**src/rtl/demux_1x2_stream.sv**
```systemverilog
// 1-to-2 stream demultiplexer: in_sel steers each beat into one of two
// independent FIFOs. Define DEMUX_CNT_EN to add per-output delivered-beat counters.
module demux_1x2_stream #(
    parameter int DATA_W = 8,
    parameter int DEPTH  = 4,
    parameter int CNT_W  = 16
) (
    input  logic              clk,
    input  logic              rst,
    input  logic              in_valid,
    output logic              in_ready,
    input  logic              in_sel,
    input  logic [DATA_W-1:0] in_data,
    output logic              out0_valid,
    input  logic              out0_ready,
    output logic [DATA_W-1:0] out0_data,
    output logic              out1_valid,
    input  logic              out1_ready,
    output logic [DATA_W-1:0] out1_data
`ifdef DEMUX_CNT_EN
    ,
    output logic [CNT_W-1:0]  out0_cnt,
    output logic [CNT_W-1:0]  out1_cnt
`endif
);

    localparam int AW = $clog2(DEPTH);

    logic [DATA_W-1:0] mem [2][DEPTH];
    logic [AW:0]       wptr [2];
    logic [AW:0]       rptr [2];
    logic [DATA_W-1:0] head [2];
    logic [1:0]        full;
    logic [1:0]        empty;
    logic [1:0]        push;
    logic [1:0]        pop;
    logic [1:0]        rdy;

    // One extra pointer bit distinguishes full from empty when the indices match.
    function automatic logic ptr_full(input logic [AW:0] w, input logic [AW:0] r);
        return (w[AW] != r[AW]) && (w[AW-1:0] == r[AW-1:0]);
    endfunction

    function automatic logic ptr_empty(input logic [AW:0] w, input logic [AW:0] r);
        return w == r;
    endfunction

    assign rdy      = {out1_ready, out0_ready};
    assign in_ready = ~full[in_sel];

    always_comb begin
        full  = '0;
        empty = '0;
        push  = '0;
        pop   = '0;
        head  = '{default: '0};
        for (int k = 0; k < 2; k++) begin
            full[k]  = ptr_full(wptr[k], rptr[k]);
            empty[k] = ptr_empty(wptr[k], rptr[k]);
            push[k]  = in_valid && !full[k] && (in_sel == 1'(k)) && !rst;
            pop[k]   = !empty[k] && rdy[k] && !rst;
            head[k]  = empty[k] ? '0 : mem[k][rptr[k][AW-1:0]];
        end
    end

    always_ff @(posedge clk) begin
        if (rst) begin
            wptr <= '{default: '0};
            rptr <= '{default: '0};
        end else begin
            for (int k = 0; k < 2; k++) begin
                if (push[k]) wptr[k] <= wptr[k] + 1'b1;
                if (pop[k])  rptr[k] <= rptr[k] + 1'b1;
            end
        end
    end

    // Storage is not reset; stale entries are unreachable once the pointers clear.
    always_ff @(posedge clk) begin
        for (int k = 0; k < 2; k++) begin
            if (push[k]) mem[k][wptr[k][AW-1:0]] <= in_data;
        end
    end

    assign out0_valid = ~empty[0];
    assign out1_valid = ~empty[1];
    assign out0_data  = head[0];
    assign out1_data  = head[1];

`ifdef DEMUX_CNT_EN
    always_ff @(posedge clk) begin
        if (rst) begin
            out0_cnt <= '0;
            out1_cnt <= '0;
        end else begin
            if (pop[0]) out0_cnt <= out0_cnt + 1'b1;
            if (pop[1]) out1_cnt <= out1_cnt + 1'b1;
        end
    end
`endif

endmodule

```
**config.mk**
```make
export PLATFORM = sky130hd
export DESIGN_NAME = demux_1x2_stream
export DESIGN_NICKNAME = d
export VERILOG_FILES = /design/src/rtl/demux_1x2_stream.sv
export SDC_FILE = /design/constraint.sdc
export NUM_CORES = 1
export LEC_CHECK = 0
export ABC_AREA = 1
export CORE_MARGIN = 2
export CORE_UTILIZATION = 55
export DETAILED_ROUTE_END_ITERATION = 10
export GPL_ROUTABILITY_DRIVEN = 0
export MAX_ROUTING_LAYER = met4
export PLACE_DENSITY = 0.83
export SLEW_MARGIN = 5
export SYNTH_ARGS = -nofsm -noshare
export SYNTH_HDL_FRONTEND = slang
export SYNTH_SLANG_ARGS = --single-unit
export TNS_END_PERCENT = 100
```
**constraint.sdc**
```tcl
create_clock -name clk -period 5.2 [get_ports clk]
set_input_delay 0.78 -clock clk [delete_from_list [all_inputs] [get_ports clk]]
set_output_delay 0.78 -clock clk [all_outputs]
set_load 0.005 [all_outputs]
```
== Word level (Yosys, flattened, before mapping) ==
Memory sizes are Yosys's and may differ from the RTL's.
Cells that the tools add are included.

* Register bits after elaboration: 12
* Bits in writable memories: 64
* Bits of input ports: 14
* Output and inout port bits: 19
* Memories kept: 1

* Add/subtract/negate cells: 4
* $lt $le $gt $ge: 7
* Eq/ne operators: 6
* Multiplexer cells: 21
* Bitwise gates (word level): 8
* Reduce and logical (&&, ||, !) cells: 20

{| class="wikitable"
|+ Memories
! memory !! depth !! bits a word !! read ports !! clocked after memory_dff !! write ports !! line !! RTL
|-
| mem || 2 || 32 || 2 || 0 || 1 || 29 || <nowiki>logic [DATA_W-1:0] mem [2][DEPTH];</nowiki>
|}

{| class="wikitable"
|+ Operators by type and width
! operator !! count
|-
| $mux 32 || 4
|-
| $mux 8 || 8
|-
| $bmux 8 s2 || 2
|-
| $demux 8 s2 || 2
|-
| $reduce_or 32->1 || 1
|-
| $logic_and 1x1->1 || 14
|-
| $add 3x1->3 const B || 4
|-
| $ge 3x3->1 const B || 4
|-
| $not 2->3 || 4
|-
| $eq 3x3->1 || 2
|-
| $lt 3x1->1 const B || 2
|-
| $logic_not 1->1 || 5
|-
| $mux 1 || 5
|-
| $eq 2x2->1 || 2
|-
| $not 1->1 || 4
|-
| $lt 1x2->1 const B || 1
|-
| $ne 1x1->1 || 2
|}

== Depth between registers and ports, before layout ==
Gate-level depths: netlist of run 1.

* Depth after elaboration: 10
* Gate-level depth with buffers: 10
* Depth with buffers taken out: 9

== Least setup slack after synthesis of run 1 ==
No wires, ideal clock.

* Path kind: in2reg
* Start: input port rst
* End: memory mem[0][10] (netlist name) (enable)
* Library setup time: 0.371 ns
* Arrival: 1.574 ns
* Data required time: 4.829 ns
* Path slack: 3.256 ns
* Cell stages on the path: 4
* Buffers on the path: 1
* Path through: buf_1 > inv_1 > nand2_1 > nor2_1

* Word-level cells in the longest chain between the ends: 6

{| class="wikitable"
|+ Ends and longest elaborated chain
! item !! line !! RTL
|-
| start, declared || 9 || <nowiki>input logic rst,</nowiki>
|-
| $logic_not 1->1 * || 60 || <nowiki>push[k] = in_valid && !full[k] && (in_sel == 1'(k)) && !rst;</nowiki>
|-
| $logic_and 1x1->1 || 60 ||
|-
| $mux 1 || 81 || <nowiki>if (push[k]) mem[k][wptr[k][AW-1:0]] <= in_data;</nowiki>
|-
| $mux 32 (implied by the code) || 81 ||
|-
| $reduce_or 32->1 (no source line) || -- ||
|-
| $mux 1 (no source line) or $mux 32 (tied branches) || -- ||
|-
| end, declared || 29 ||
|}

Mark *: on every way between the ends. The rest lies on a longest branch, timed or not.

== Worst setup path in the final report of run 1 ==
* Start: register rptr[3] (netlist name)
* End: output port out0_data[3]

* Word-level cells in the longest chain between the ends: 5

{| class="wikitable"
|+ Ends and longest elaborated chain
! item !! line !! RTL
|-
| start, declared || 31 || <nowiki>logic [AW:0] rptr [2];</nowiki>
|-
| start signal, assigned by index || 73 || <nowiki>if (pop[k]) rptr[k] <= rptr[k] + 1'b1;</nowiki>
|-
| $not 2->3 (implied by the code) || 62 || <nowiki>head[k] = empty[k] ? '0 : mem[k][rptr[k][AW-1:0]];</nowiki>
|-
| $bmux 8 s2 || 62 ||
|-
| $mux 8 (implied by the code) (2 in series) || 62 ||
|-
| $mux 8 * || 62 ||
|-
| end, declared || 16 || <nowiki>output logic [DATA_W-1:0] out0_data,</nowiki>
|}

Mark *: on every way between the ends. The rest lies on a longest branch, timed or not. The select of a mux whose other input is x is not followed.

==> flow_summary.yaml, run 1 <==
timing:
  slew-limit-headroom: 0.398
  fin_crit_sh: 0.604
  tns_ps: 0
  worst_pin_slew_ps: 900
  rsz0062_at_grt: "no"
  slew_viol_final: 0
  worst_hold_slack_ps: 543
  period_needed_ps: 3140
  finalSetupViolCount: 0
  max_freq_mhz: 318
  fin_worst_skew_ps: 10.2
  final_hold_viol_count: 0
min_path:
  hold_class: "reg2reg"
  min_from: "rptr[5]"
worst_setup_path:
  cp.arrival_ps: 2360
  critPathKind: "reg2out"
  crit_fanout: 20
  start_kind: "flip-flop"
  startpoint: "rptr[3]"
  critPathMaxStageDelay_ps: 750
  critical_path_buf_inv_count: 3
  cpMaxStageDelayCell: "dfxtp_1"
  crit_path_end_kind: "output pin"
  critical-path-top-delay-family: "flip-flops"
  required_ps: 4420
  rr_startpoint: "rptr[3]"
  path_cells: "inv_4 -> nand2_4 -> nand2_4 -> nand3_2 -> nand2_1 -> inv_1 -> clkdlybuf4s50_1"
  crit_top_cell: "nand2_4"
layout:
  area_delta_synth_final_pct: 15.0
  final_layout_size_suffix_gt1_frac: 0.104
  fin_cells: 431
  design_area_mm2: 0.00391
  antennaDiodeCount: 0
  final_common_cell: "edfxtp_1"
  nNetsFinal: 376
  layout_common_cells: "64 x edfxtp_1, 54 x nor2_1, 53 x nand2_1"
floorplan:
  die_w_um: 82.6
  core_mm2: 0.00596
  io-pin-count: 33
  start_util: 0.570
  dieArea_mm2: 0.00682
  die_h_um: 82.6
  placementRows: 28
power:
  power_leakage_nw: 1.54
  comb_power_share: 0.163
  p_int_uw: 994
  switching_share: 0.260
  power_density_mw_per_mm2: 344
  p_clk_frac: 0.321
  p_switching_uw: 350
  ir_drop_uv: 224
  power_frac_seq: 0.516
yosys:
  syn_nets: 344
  yosys_register_bits: 76
  yosysWarnings: 0
  syn_avg_cell_area_um2: 10.6
  yosysUniqueCellTypes: 20
  syn-cell-area_mm2: 0.00340
  syn_inst: 320
  seq_area_frac_synth: 0.636
clocking:
  cts_tree: "built"
  cts-root-buf: "clkbuf_8"
  cts.sinks: 76
  h-tree-depth: 3
  clkTransAtPathRegs_ps: 80
  cts_resized: 0
  cts_hold_buffers: 0
  clockBufferDepth: 2
  clkLatencyLatePin_ps: 350
  cts_buffers: 9
  cts_setup_buffers: 0
global_routing:
  grt_pass1_wl_um: 10400
  track_usage: 0.220
  grt-ovfl-total: 0
  antenna_found_initial: 0
  grt_max_degree: 21
  grt_pass1_vias: 2155
detailed_routing:
  drtPass1Iterations: 5
  antenna_left: 0
  routedWlPerCell_um: 15.2
  wl_um: 6570
  vias: 2283
  drc: 0
  drt_iter0_drc: 255
  vias_per_cell: 5.30
status:
  status: "complete, no violations"
place:
  place_area_mm2: 0.00372
  dp.cells: 416
  portBuffers: 32
  place_hpwl_um: 4240
job:
  drv_cap: 0
-- worst min-delay path, delay by kind of cell (launching register included) --
kind | cells | cell delay, ps
AO/OA/AOI/OAI | 1 | 60
buffers and inverters | 1 | 60
flip-flops | 1 | 320
AND/OR/NAND/NOR | 1 | 70
-- stage by stage --
step           total power, mW   util  setup WS, ps
2_1_floorplan            0.836      -          3260
3_3_place_gp             0.919  0.625          2430
3_5_place_dp             0.926  0.625          2370
4_1_cts                   1.35  0.656          2030
5_1_grt                   1.41  0.656          1800
6_report                  1.34  0.656          2060
-- synthesized netlist by cell type --
| cell | n | area (um^2) |
|---|---|---|
| o22ai_1 | 16 | 100 |
| buf_2 | 4 | 20.0 |
| inv_1 | 34 | 128 |
| o21ai_0 | 34 | 170 |
| inv_4 | 2 | 12.5 |
| buf_1 | 1 | 3.75 |
| nand2_1 | 53 | 199 |
| nand3_2 | 8 | 80.1 |
| inv_2 | 8 | 30.0 |
| a21oi_1 | 3 | 15.0 |
| nand2_2 | 2 | 12.5 |
| buf_6 | 5 | 56.3 |
| nor2_1 | 54 | 203 |
| ha_1 | 10 | 125 |
| edfxtp_1 | 64 | 1920 |
| nand4_1 | 2 | 12.5 |
| dfxtp_1 | 12 | 240 |
| nand2_4 | 4 | 45.0 |
| buf_4 | 1 | 7.51 |
| o21ai_1 | 3 | 15.0 |
-- state kept, by name, summed over array words and instances, names as in the netlist --
| signal | cells |
|---|---|
| mem | 64 |
| rptr | 6 |
| wptr | 6 |
-- power groups by stage --
stage / clock, mW / sequential (mW) / combinational, mW
4_1_cts: 0.433 / 0.694 / 0.221
3_3_place_gp: 0 / 0.706 / 0.212
2_1_floorplan: 0 / 0.691 / 0.145
5_1_grt: 0.462 / 0.696 / 0.250
6_report: 0.431 / 0.693 / 0.220
3_5_place_dp: 0 / 0.707 / 0.219
-- final timing paths --
| kind | endpoint | slack (ps) | cells after the start |
|---|---|---|---|
| max | out0_data[3] | 2060 | 7 |
| min | rptr[5] | 540 | 3 |
| max reg2reg | mem[0][20] | 2640 | 8 |
| min reg2reg | rptr[5] | 540 | 3 |
-- kinds of logic (layout without fill, tap and decap cells) --
kind of cell | after synthesis | in the layout | share of synthesized area
and+or+nand+nor | 123 | 123 | 0.162
DFF | 76 | 76 | 0.636
AOI/OAI and AO/OA | 56 | 56 | 0.0884
buffers and inverters | 55 | 91 | 0.0759
adders and majority gates | 10 | 10 | 0.0368
-- cell type report --
type / instances / area, um^2
Clock buffer: 11 / 131
Clock inverter: 4 / 51.3
Fill cell: 447 / 2050
Inverter: 44 / 170
Multi-Input combinational cell: 189 / 977
Sequential cell: 76 / 2160
Tap cell: 75 / 93.8
Timing Repair Buffer: 32 / 320
-- per-layer routing --
layer,GRT usage,wire (um)
met4,0.115,136
met1,0.287,2970
met5,-,0
met2,0.330,3150
met3,0.0413,308
No activity file was read; power rests on OpenSTA's default activity.
==> inputs of run 2 (changes only) <==
clock period = 3.11 ns   (was 5.2 ns; I/O delays follow)
==> run 2 against run 1 <==
  * Clock power grew 64%
  * Count of clock-buffer cells in the layout shrank 1
  * Final cell count grew 2.8%
  * Sequential power grew 66%
  * Sequential share of layout area shrank 1.1 points
  * Non-clock buffer count grew 11
  * Cell area grew 2.1%
  * Routed wire length grew 2.3%
  * Die area is the same
  * Hold slack lost 10 ps
  * Combinational power grew 77%
  * Critical endpoint is now out1_data[4]
==> flow_summary.yaml, run 2 (same netlist as run 1, synthesis figures left out) <==
status:
  status: "complete, no violations"
layout:
  final_common_cell: "edfxtp_1"
  layout_common_cells: "64 x edfxtp_1, 54 x nor2_1, 53 x nand2_1"
  seqCellArea_mm2: 0.00216
  antennaDiodeCount: 0
  design_area_mm2: 0.00399
  nNetsFinal: 387
  num-fill-cells: 439
  largest_reg_flops: 64
  fin_util: 0.670
  multiInputGateArea_um2: 977
  final_layout_size_suffix_gt1_frac: 0.130
  area_delta_synth_final_pct: 17.4
detailed_routing:
  antenna_left: 0
  vias: 2336
  wl_um: 6720
  drc: 0
  vias_per_cell: 5.27
  drtPass1Iterations: 4
  drt_iter0_drc: 185
  routedWlPerCell_um: 15.2
power:
  comb_power_share: 0.174
  p_int_mw: 1.67
  p_switching_uw: 579
  power_density_mw_per_mm2: 563
  ir_drop_uv: 384
  p_clk_frac: 0.315
  power_frac_seq: 0.511
  switching_share: 0.258
  power_leakage_nw: 1.60
timing:
  fin_ws_ps: 444
  period_needed_ps: 2670
  finalSetupViolCount: 0
  final_hold_viol_count: 0
  max_freq_mhz: 375
  fin_crit_sh: 0.857
  slew-limit-headroom: 0.739
  rsz0062_at_grt: "no"
  slew_viol_final: 0
  fin_worst_skew_ps: 5.50
  tns_ps: 0
  worst_pin_slew_ps: 391
clocking:
  cts-root-buf: "clkbuf_8"
  clkLatencyLatePin_ps: 340
  cts_buffers: 9
  cts_hold_buffers: 0
  cts_resized: 0
  clkTransAtPathRegs_ps: 70
  h-tree-depth: 3
  clockBufferDepth: 2
  cts_setup_buffers: 0
  cts_tree: "built"
  cts.sinks: 76
global_routing:
  grt-ovfl-total: 0
  grt_pass1_vias: 2228
  grt_pass1_wl_um: 10700
  antenna_found_initial: 0
  grt_max_degree: 19
  track_usage: 0.224
worst_setup_path:
  crit_fanout: 12
  path_cells: "buf_4 -> o21ai_0 -> o22ai_1 -> nand2_1 -> inv_1 -> clkdlybuf4s50_1"
  critPathKind: "reg2out"
  cpMaxStageDelayCell: "dfxtp_1"
  crit_path_end_kind: "output pin"
  rr_startpoint: "rptr[3]"
  cp.arrival_ps: 2200
  required_ps: 2640
  start_kind: "flip-flop"
  critPathMaxStageDelay_ps: 550
  startpoint: "rptr[0]"
floorplan:
  start_util: 0.570
  core_mm2: 0.00596
  die_h_um: 82.6
  dieArea_mm2: 0.00682
  io-pin-count: 33
  die_w_um: 82.6
  placementRows: 28
min_path:
  min_from: "wptr[4]"
  hold_class: "reg2reg"
place:
  portBuffers: 32
  place_area_mm2: 0.00381
  pre_cts_ws_ps: 853
  place_hpwl_um: 4540
job:
  drv_cap: 0
[run 2: cell types whose count changed in the layout (fill, tap and decap cells not counted), sizes merged]
cell	before	now
buf	0	11
clkbuf	11	10
clkinv	2	4
[run 2: stage by stage]
step | cells | hold WS (ps) | power [mW]
6_report | 443 | 533 | 2.24
4_1_cts | 443 | 534 | 2.25
2_1_floorplan | 320 | 490 | 1.40
3_3_place_gp | 427 | 513 | 1.54
3_5_place_dp | 427 | 524 | 1.56
5_1_grt | 443 | 584 | 2.34
[run 2: routing by layer]
metal / vias to the layer above / GRT usage / share of wire
li1: 1150 / - / -
met1: 1119 / 0.272 / 0.43
met2: 56 / 0.369 / 0.51
met3: 11 / 0.0391 / 0.035
met4: 0 / 0.102 / 0.017
met5: - / - / 0
[run 2: final cells by class]
cell class | instances | area share
well taps | 75 | 0.0235
flip-flops and latches | 76 | 0.542
repair buffers | 43 | 0.101
multi-input cells | 189 | 0.245
clock inverters | 6 | 0.0138
inverters | 44 | 0.0427
clock buffers | 10 | 0.0320
[run 2: final timing paths]
check                                     to  slack [ps]  cells after the start
worst max-delay path            out1_data[4]         440                      6
worst min-delay path                 wptr[4]         530                      2
worst max register to register    mem[0][11]        1220                      9
worst min register to register       wptr[4]         530                      2
[run 2: critical path, delay by kind of cell, from the launching register on]
kind,cells,cell delay (ps)
AOI/OAI and AO/OA,2,390
buffers and inverters,3,820
DFF,1,550
and+or+nand+nor,1,110
[run 2: power by group through the flow]
stage          Combinational [mW]  Clock, mW  Sequential, mW
6_report                    0.390      0.706            1.15
5_1_grt                     0.433      0.753            1.15
4_1_cts                     0.392      0.711            1.15
3_5_place_dp                0.390          0            1.17
3_3_place_gp                0.375          0            1.17
2_1_floorplan               0.242          0            1.16
